File: config.mk
export PLATFORM = sky130hd
export DESIGN_NAME = mux_arb_rr_flat
export DESIGN_NICKNAME = d
export VERILOG_FILES = /design/src/rtl/mux_arb_rr_if.sv /design/src/rtl/mux_arb_rr.sv /design/src/flat_wrapper.sv
export SDC_FILE = /design/constraint.sdc
export NUM_CORES = 1
export LEC_CHECK = 0
export CAP_MARGIN = 20
export CORE_MARGIN = 4
export CORE_UTILIZATION = 36
export CTS_CLUSTER_DIAMETER = 60
export CTS_CLUSTER_SIZE = 10
export DETAILED_ROUTE_END_ITERATION = 10
export GPL_TIMING_DRIVEN = 0
export MAX_ROUTING_LAYER = met4
export PLACE_DENSITY = 0.67
export SYNTH_ARGS = -nofsm -noshare
export SYNTH_HDL_FRONTEND = slang
export SYNTH_SLANG_ARGS = --single-unit
File: constraint.sdc
create_clock -name clk -period 4 [get_ports clk]
set_input_delay 0.6 -clock clk [delete_from_list [all_inputs] [get_ports clk]]
set_output_delay 0.6 -clock clk [all_outputs]
set_load 0.02 [all_outputs]
File: src/rtl/mux_arb_rr_if.sv
// Merge-point bundle: two FWFT FIFO heads in, one merged push stream plus counters out.
interface mux_arb_rr_if #(
  parameter int DATA_SIZE = 6,
  parameter int CNT_SIZE  = 8
);
  logic [DATA_SIZE-1:0] data_f0;
  logic [DATA_SIZE-1:0] data_f1;
  logic                 empty_f0;
  logic                 empty_f1;
  logic                 almost_full_out;
  logic                 pop_f0;
  logic                 pop_f1;
  logic [DATA_SIZE-1:0] data_out;
  logic                 push_out;
  logic [CNT_SIZE-1:0]  count_f0;
  logic [CNT_SIZE-1:0]  count_f1;
  logic                 idle;

  // Arbiter side.
  modport slave (
    input  data_f0, data_f1, empty_f0, empty_f1, almost_full_out,
    output pop_f0, pop_f1, data_out, push_out, count_f0, count_f1, idle
  );

  // FIFO / downstream side.
  modport master (
    output data_f0, data_f1, empty_f0, empty_f1, almost_full_out,
    input  pop_f0, pop_f1, data_out, push_out, count_f0, count_f1, idle
  );
endinterface

File: src/rtl/mux_arb_rr.sv
// Two-source round-robin merge of FWFT FIFOs into one downstream push stream.
// Latency: pop is combinational in grant cycle N; data_out/push_out registered in N+1.
// Backpressure: almost_full_out=1 blocks new grants; the one push already in flight still lands.
module mux_arb_rr #(
  parameter int DATA_SIZE = 6,
  parameter int CNT_SIZE  = 8
) (
  input  logic       clk,
  input  logic       reset_L,
  mux_arb_rr_if.slave bus
);

  typedef enum logic {
    LAST0 = 1'b0,
    LAST1 = 1'b1
  } state_t;

  state_t state;
  logic   grant0;
  logic   grant1;
  logic   any_grant;

  // A lone non-empty source always wins; a tie goes to the source not granted last.
  always_comb begin
    grant0 = 1'b0;
    grant1 = 1'b0;
    if (reset_L && !bus.almost_full_out) begin
      if (!bus.empty_f0 && (bus.empty_f1 || state == LAST1)) begin
        grant0 = 1'b1;
      end else if (!bus.empty_f1) begin
        grant1 = 1'b1;
      end
    end
  end

  assign any_grant  = grant0 | grant1;
  assign bus.pop_f0 = grant0;
  assign bus.pop_f1 = grant1;

  always_ff @(posedge clk or negedge reset_L) begin
    if (!reset_L) begin
      state        <= LAST1;
      bus.data_out <= '0;
      bus.push_out <= 1'b0;
      bus.count_f0 <= '0;
      bus.count_f1 <= '0;
      bus.idle     <= 1'b1;
    end else begin
      bus.push_out <= any_grant;
      bus.idle     <= ~any_grant;
      if (grant0) begin
        state        <= LAST0;
        bus.data_out <= bus.data_f0;
        bus.count_f0 <= bus.count_f0 + CNT_SIZE'(1);
      end else if (grant1) begin
        state        <= LAST1;
        bus.data_out <= bus.data_f1;
        bus.count_f1 <= bus.count_f1 + CNT_SIZE'(1);
      end
    end
  end

  a_one_pop : assert property (@(posedge clk) disable iff (!reset_L)
    !(bus.pop_f0 && bus.pop_f1));

  a_pop_legal : assert property (@(posedge clk) disable iff (!reset_L)
    !((bus.pop_f0 && bus.empty_f0) || (bus.pop_f1 && bus.empty_f1) ||
      ((bus.pop_f0 || bus.pop_f1) && bus.almost_full_out)));

endmodule

File: src/flat_wrapper.sv
// flat-port wrapper written by rule: the top's interface ports become plain ports
module mux_arb_rr_flat 
#(
  parameter int DATA_SIZE = 6,
  parameter int CNT_SIZE  = 8
)
  (clk, reset_L, bus_data_f0, bus_data_f1, bus_empty_f0, bus_empty_f1, bus_almost_full_out, bus_pop_f0, bus_pop_f1, bus_data_out, bus_push_out, bus_count_f0, bus_count_f1, bus_idle);
  mux_arb_rr_if #(.DATA_SIZE(DATA_SIZE), .CNT_SIZE(CNT_SIZE)) bus_i ();
  input  logic clk;
  input  logic reset_L;
  input wire logic [$bits(bus_i.data_f0)-1:0] bus_data_f0;
  input wire logic [$bits(bus_i.data_f1)-1:0] bus_data_f1;
  input wire logic [$bits(bus_i.empty_f0)-1:0] bus_empty_f0;
  input wire logic [$bits(bus_i.empty_f1)-1:0] bus_empty_f1;
  input wire logic [$bits(bus_i.almost_full_out)-1:0] bus_almost_full_out;
  output wire logic [$bits(bus_i.pop_f0)-1:0] bus_pop_f0;
  output wire logic [$bits(bus_i.pop_f1)-1:0] bus_pop_f1;
  output wire logic [$bits(bus_i.data_out)-1:0] bus_data_out;
  output wire logic [$bits(bus_i.push_out)-1:0] bus_push_out;
  output wire logic [$bits(bus_i.count_f0)-1:0] bus_count_f0;
  output wire logic [$bits(bus_i.count_f1)-1:0] bus_count_f1;
  output wire logic [$bits(bus_i.idle)-1:0] bus_idle;
  assign bus_i.data_f0 = bus_data_f0;
  assign bus_i.data_f1 = bus_data_f1;
  assign bus_i.empty_f0 = bus_empty_f0;
  assign bus_i.empty_f1 = bus_empty_f1;
  assign bus_i.almost_full_out = bus_almost_full_out;
  assign bus_pop_f0 = bus_i.pop_f0;
  assign bus_pop_f1 = bus_i.pop_f1;
  assign bus_data_out = bus_i.data_out;
  assign bus_push_out = bus_i.push_out;
  assign bus_count_f0 = bus_i.count_f0;
  assign bus_count_f1 = bus_i.count_f1;
  assign bus_idle = bus_i.idle;
  mux_arb_rr #(.DATA_SIZE(DATA_SIZE), .CNT_SIZE(CNT_SIZE)) u_core (.clk(clk), .reset_L(reset_L), .bus(bus_i));
endmodule
### Yosys cells after proc, flatten, opt, wreduce, memory -nomap -nowiden

Cells that the tools add are included.

| cells by class | value |
|---|---|
| bitwise gates (word level) | 3 |
| reduce and logical (&&, ||, !) cells | 7 |
| shift operators | 0 |
| div/mod/pow operators | 0 |
| multiply operators | 0 |
| mux-type cells | 9 |
| equality and inequality tests | 0 |
| magnitude comparators | 0 |
| add/sub/neg operators | 2 |

Operators with widths:

| kind | number |
|---|---|
| $add A8 B1 Y8 const B | 2 |
| $mux W6 | 2 |
| $mux W1 | 7 |
| $logic_and A1 B1 Y1 | 2 |
| $logic_not A1 Y1 | 2 |
| $not A1 Y1 | 2 |
| $reduce_and A2 Y1 | 1 |
| $reduce_bool A2 Y1 | 1 |
| $logic_or A1 B1 Y1 | 1 |
| $or A1 B1 Y1 | 1 |

| storage, ports and cells | value |
|---|---|
| logic and storage cells | 27 |
| bits in registers | 25 |
| latch bits | 0 |
| memory bits (read-only) | 0 |
| memories kept | 0 |
| input bits | 17 |
| output and inout port bits | 26 |
| bits in writable memories | 0 |

### Longest topological paths before layout

| logic depth | value |
|---|---|
| word-level depth | 6 |
| gate-level depth with buffers | 5 |

### Least setup slack after synthesis

No wires, ideal clock.

| path | value |
|---|---|
| kind | in2out |
| start | input port bus_almost_full_out |
| end | output port bus_pop_f0 |
| cell stages on the path | 4 |
| path buffers | 1 |
| slack | 1.981 ns |
| arrival time | 1.419 ns |
| data required time | 3.400 ns |
| cells stage by stage | or3b_4 > or2_1 > buf_6 > inv_6 |

| on the way | value |
|---|---|
| longest elaborated chain between the ends | 3 |

Ends and longest elaborated chain:

| element | line | text |
|---|---|---|
| from (decl) | flat_wrapper.sv:15 | `input wire logic [$bits(bus_i.almost_full_out)-1:0] bus_almost_full_out;` |
| $logic_not A1 Y1 | mux_arb_rr.sv:27 | `if (reset_L && !bus.almost_full_out) begin` |
| $logic_and A1 B1 Y1 | mux_arb_rr.sv:27 |  |
| $mux W1 | mux_arb_rr.sv:27 |  |
| to (decl) | flat_wrapper.sv:16 | `output wire logic [$bits(bus_i.pop_f0)-1:0] bus_pop_f0;` |

Every way passes these cells.

### Final worst setup path

| path | value |
|---|---|
| start | input port reset_L |
| end | output port bus_pop_f1 |

| on the way | value |
|---|---|
| longest elaborated chain between the ends | 2 |

Ends and longest elaborated chain:

| element | line | text |
|---|---|---|
| from (decl) | flat_wrapper.sv:10 | `input logic reset_L;` |
| $logic_and A1 B1 Y1 | mux_arb_rr.sv:27 |  |
| $mux W1 | mux_arb_rr.sv:27 |  |
| to (decl) | flat_wrapper.sv:17 | `output wire logic [$bits(bus_i.pop_f1)-1:0] bus_pop_f1;` |

Every way passes these cells.

==> impl_metrics.tcl <==
set metrics [dict create \
    cp.arrival_ns 3.14 \
    cts_hold_buf 0 \
    clock_skew_ns 0.00625 \
    final_common_cell "clkdlybuf4s50_1" \
    cp_cell_sequence "clkdlybuf4s50_1, nor3b_2, nand2_1, inv_1, clkdlybuf4s50_1" \
    ctsResizeCount 0 \
    synthToLayoutAreaGrowth_pct 44.0 \
    syn-instance-count 109 \
    synth_edf_count 0 \
    initialDrtViolationCount 64 \
    synthFlopType "dfrtp_1" \
    vias_per_cell 5.17 \
    critPathKind "in -> out" \
    die_x_um 65.9 \
    antenna_found_initial 0 \
    io_pins 43 \
    grt_max_degree 17 \
    critPathSlowestCell "clkdlybuf4s50_1" \
    rsz0062_at_grt "false" \
    pwr-share-comb 0.418 \
    final_cell_mix "42 x clkdlybuf4s50_1, 23 x dfrtp_1, 11 x nor3_1" \
    synth_top_family_by_area "simple AND/OR/NAND/NOR gates" \
    filler_cell_count 281 \
    cp_common_cell "clkdlybuf4s50_1" \
    synth.area.mux_share 0.0218 \
    ant_nets 0 \
    peakVddDrop_uv 272 \
    syn_area_sq_um 1200 \
    diodes 0 \
    slowest_delay_ns 0.89 \
    ys_types 31 \
    pwr-share-seq 0.451 \
    drcViolationCount 0 \
    finalHoldViolCount 0 \
    crit_fanout 14 \
    htreeDepth 1 \
    syn_area_per_cell_sq_um 11.1 \
    syn-num-nets 128 \
    cts_setup_buffers 0 \
    io_buffers 42 \
    cap_violations 0 \
    layout-drive-gt1-share 0.109 \
    worst-path-buf-inv 3 \
    slew_headroom 0.557 \
    gp_routability_congestion 0.746 \
    clock_latency_ns 0.31 \
    fin_crit_ns 3.74 \
    synth-simple-area-share 0.221 \
    yosys.area_share.adder 0.0208 \
    grt.total_usage 0.144 \
    gr-total-overflow 0 \
    grt_pass1_vias 1084 \
    power_mw 0.849 \
    worst_setup_hold_path_clk_slew_ns 0.14 \
    cts_tree "yes" \
    vias 1034 \
    report.final.slew_viol_count 0 \
    die_area_sq_um 4340 \
    outcome "finished, final reports clean" \
    grt_pass1_wl_mm 4.82 \
    powerDensity_nw_per_um2 489 \
    p_sw_mw 0.317 \
    dp_cells 196 \
    rows 20 \
    core_sq_um 3130 \
    place_ws_ns 0.235 \
    worstPathRequired_ns 3.40 \
    critPathLaunchType "primary input" \
    cts_max_path_buffers 2 \
    fmax_ghz 0.267 \
    drt_wl_total_mm 2.87 \
    numClockSinks 25 \
    fin_ws_ns 0.257 \
    switching_share 0.374 \
    synth_compound_area_frac 0.0685 \
    p_int_mw 0.532 \
    critPathTopFamily "buffers and inverters" \
    ys_warn_count 0 \
    synth_xor_area_frac 0.102 \
    start_util 0.385 \
    final_nets 176 \
    leakage_nw 0.732 \
    yosysSeqAreaShare 0.521 \
    wl_per_cell_um 14.3 \
    root_buffer "clkbuf_4" \
    drtPass1Iterations 4 \
    setup_viol 0 \
    numCtsBuffers 3 \
    die_h_um 65.9 \
    hpwlAfterDp_mm 2.14 \
    hp-class "reg -> reg" \
    worst_slew_pin_slew_ns 0.662 \
    instances_no_fill 200 \
    async_reset_ff_frac 1.00 \
    min_period_over_period 0.936 \
    end_kind "output pin" \
    setup_tns_ns 0 \
    yosys_register_bits 25 \
    clkPwrFrac 0.131 \
]
[layer usage]
layer / routed length (um) / global-route usage / part of all wire / vias to the layer above
li1: - / - / - / 486
met2: 1310 / 0.232 / 0.46 / 35
met3: 204 / 0.0357 / 0.071 / 4
met4: 26 / 0.0440 / 0.0091 / 0
met5: 0 / - / 0 / -
met1: 1320 / 0.178 / 0.46 / 509
[flip-flops by register name, summed over array words and instances, names as in the netlist]
| name | count |
|---|---|
| u_core.state | 1 |
| u_core.bus.data_out | 6 |
| u_core.bus.push_out | 1 |
| u_core.bus.count_f0 | 8 |
| u_core.bus.idle | 1 |
| u_core.bus.count_f1 | 8 |
[power groups by stage]
stage,clock [mW],sequential (mW),combinational [mW]
6_report,0.111,0.383,0.355
5_1_grt,0.126,0.394,0.382
4_1_cts,0.115,0.384,0.360
3_5_place_dp,0,0.389,0.358
3_3_place_gp,0,0.387,0.350
2_1_floorplan,0,0.451,0.110
[worst paths after layout]
kind                       depth (start not counted)  slack [ns]                          startpoint                                  to
max                                                5        0.26                             reset_L                          bus_pop_f1
min                                                1        0.47  u_core.bus.count_f1[7]$_DFFE_PN0P_  u_core.bus.count_f1[7]$_DFFE_PN0P_
max reg2reg                                        4        2.41            u_core.state$_DFFE_PN1P_  u_core.bus.data_out[1]$_DFFE_PN0P_
min reg2reg                                        1        0.47  u_core.bus.count_f1[7]$_DFFE_PN0P_  u_core.bus.count_f1[7]$_DFFE_PN0P_
max in group asynchronous                          2        2.74                             reset_L           u_core.bus.idle$_DFF_PN1_
min in group asynchronous                          1        0.67                             reset_L  u_core.bus.data_out[5]$_DFFE_PN0P_
[area by class of cell]
type | instances | area [sq um] | share of cell area
Buffer | 5 | 37.5 | 0.0216
Inverter | 3 | 16.3 | 0.00937
Timing Repair Buffer | 43 | 448 | 0.258
Clock buffer | 3 | 22.5 | 0.0130
Tap cell | 44 | 55.1 | 0.0317
Sequential cell | 25 | 628 | 0.362
Clock inverter | 1 | 5.00 | 0.00288
Multi-Input combinational cell | 76 | 523 | 0.301
[synthesized netlist by cell type (2+ instances only)]
master	instances	area (sq um)
nor2_1	2	7.51
ha_1	2	25.0
a31oi_1	6	37.5
nor3_1	11	55.1
o21ai_0	7	35.0
nor4_1	2	12.5
clkbuf_1	2	7.51
xor2_1	10	87.6
nand2_1	7	26.3
buf_6	2	22.5
dfstp_2	2	52.6
dfrtp_1	23	576
nand4_1	3	18.8
nand3_1	9	45.0
xnor2_1	4	35.0
inv_1	2	7.51
[worst reg2reg max path, stage by stage, from the launching register on]
cell	delay [ns]
dfstp_2	0.59
nor2b_1	0.13
clkbuf_1	0.42
o21ai_0	0.20
a31oi_1	0.19
[through the flow]
stage | hold WS (ns) | utilization | instance area (sq um)
final | 0.472 | 0.555 | 1740
after global routing | 0.488 | 0.555 | 1740
after detailed placement | 0.458 | 0.546 | 1710
after CTS | 0.481 | 0.555 | 1740
after floorplan | 0.304 | - | 1200
after global placement | 0.458 | 0.537 | 1680
[cell families after synthesis]
| logic type | after synthesis |
|---|---|
| flip-flops | 25 |
| buffers and inverters | 8 |
| XOR/XNOR | 14 |
| AO/OA/AOI/OAI | 14 |
| AND/OR/NAND/NOR | 44 |
| multiplexers | 2 |
| adder cells (fa/ha/maj) | 2 |
Power figures use the tool's default switching activity.
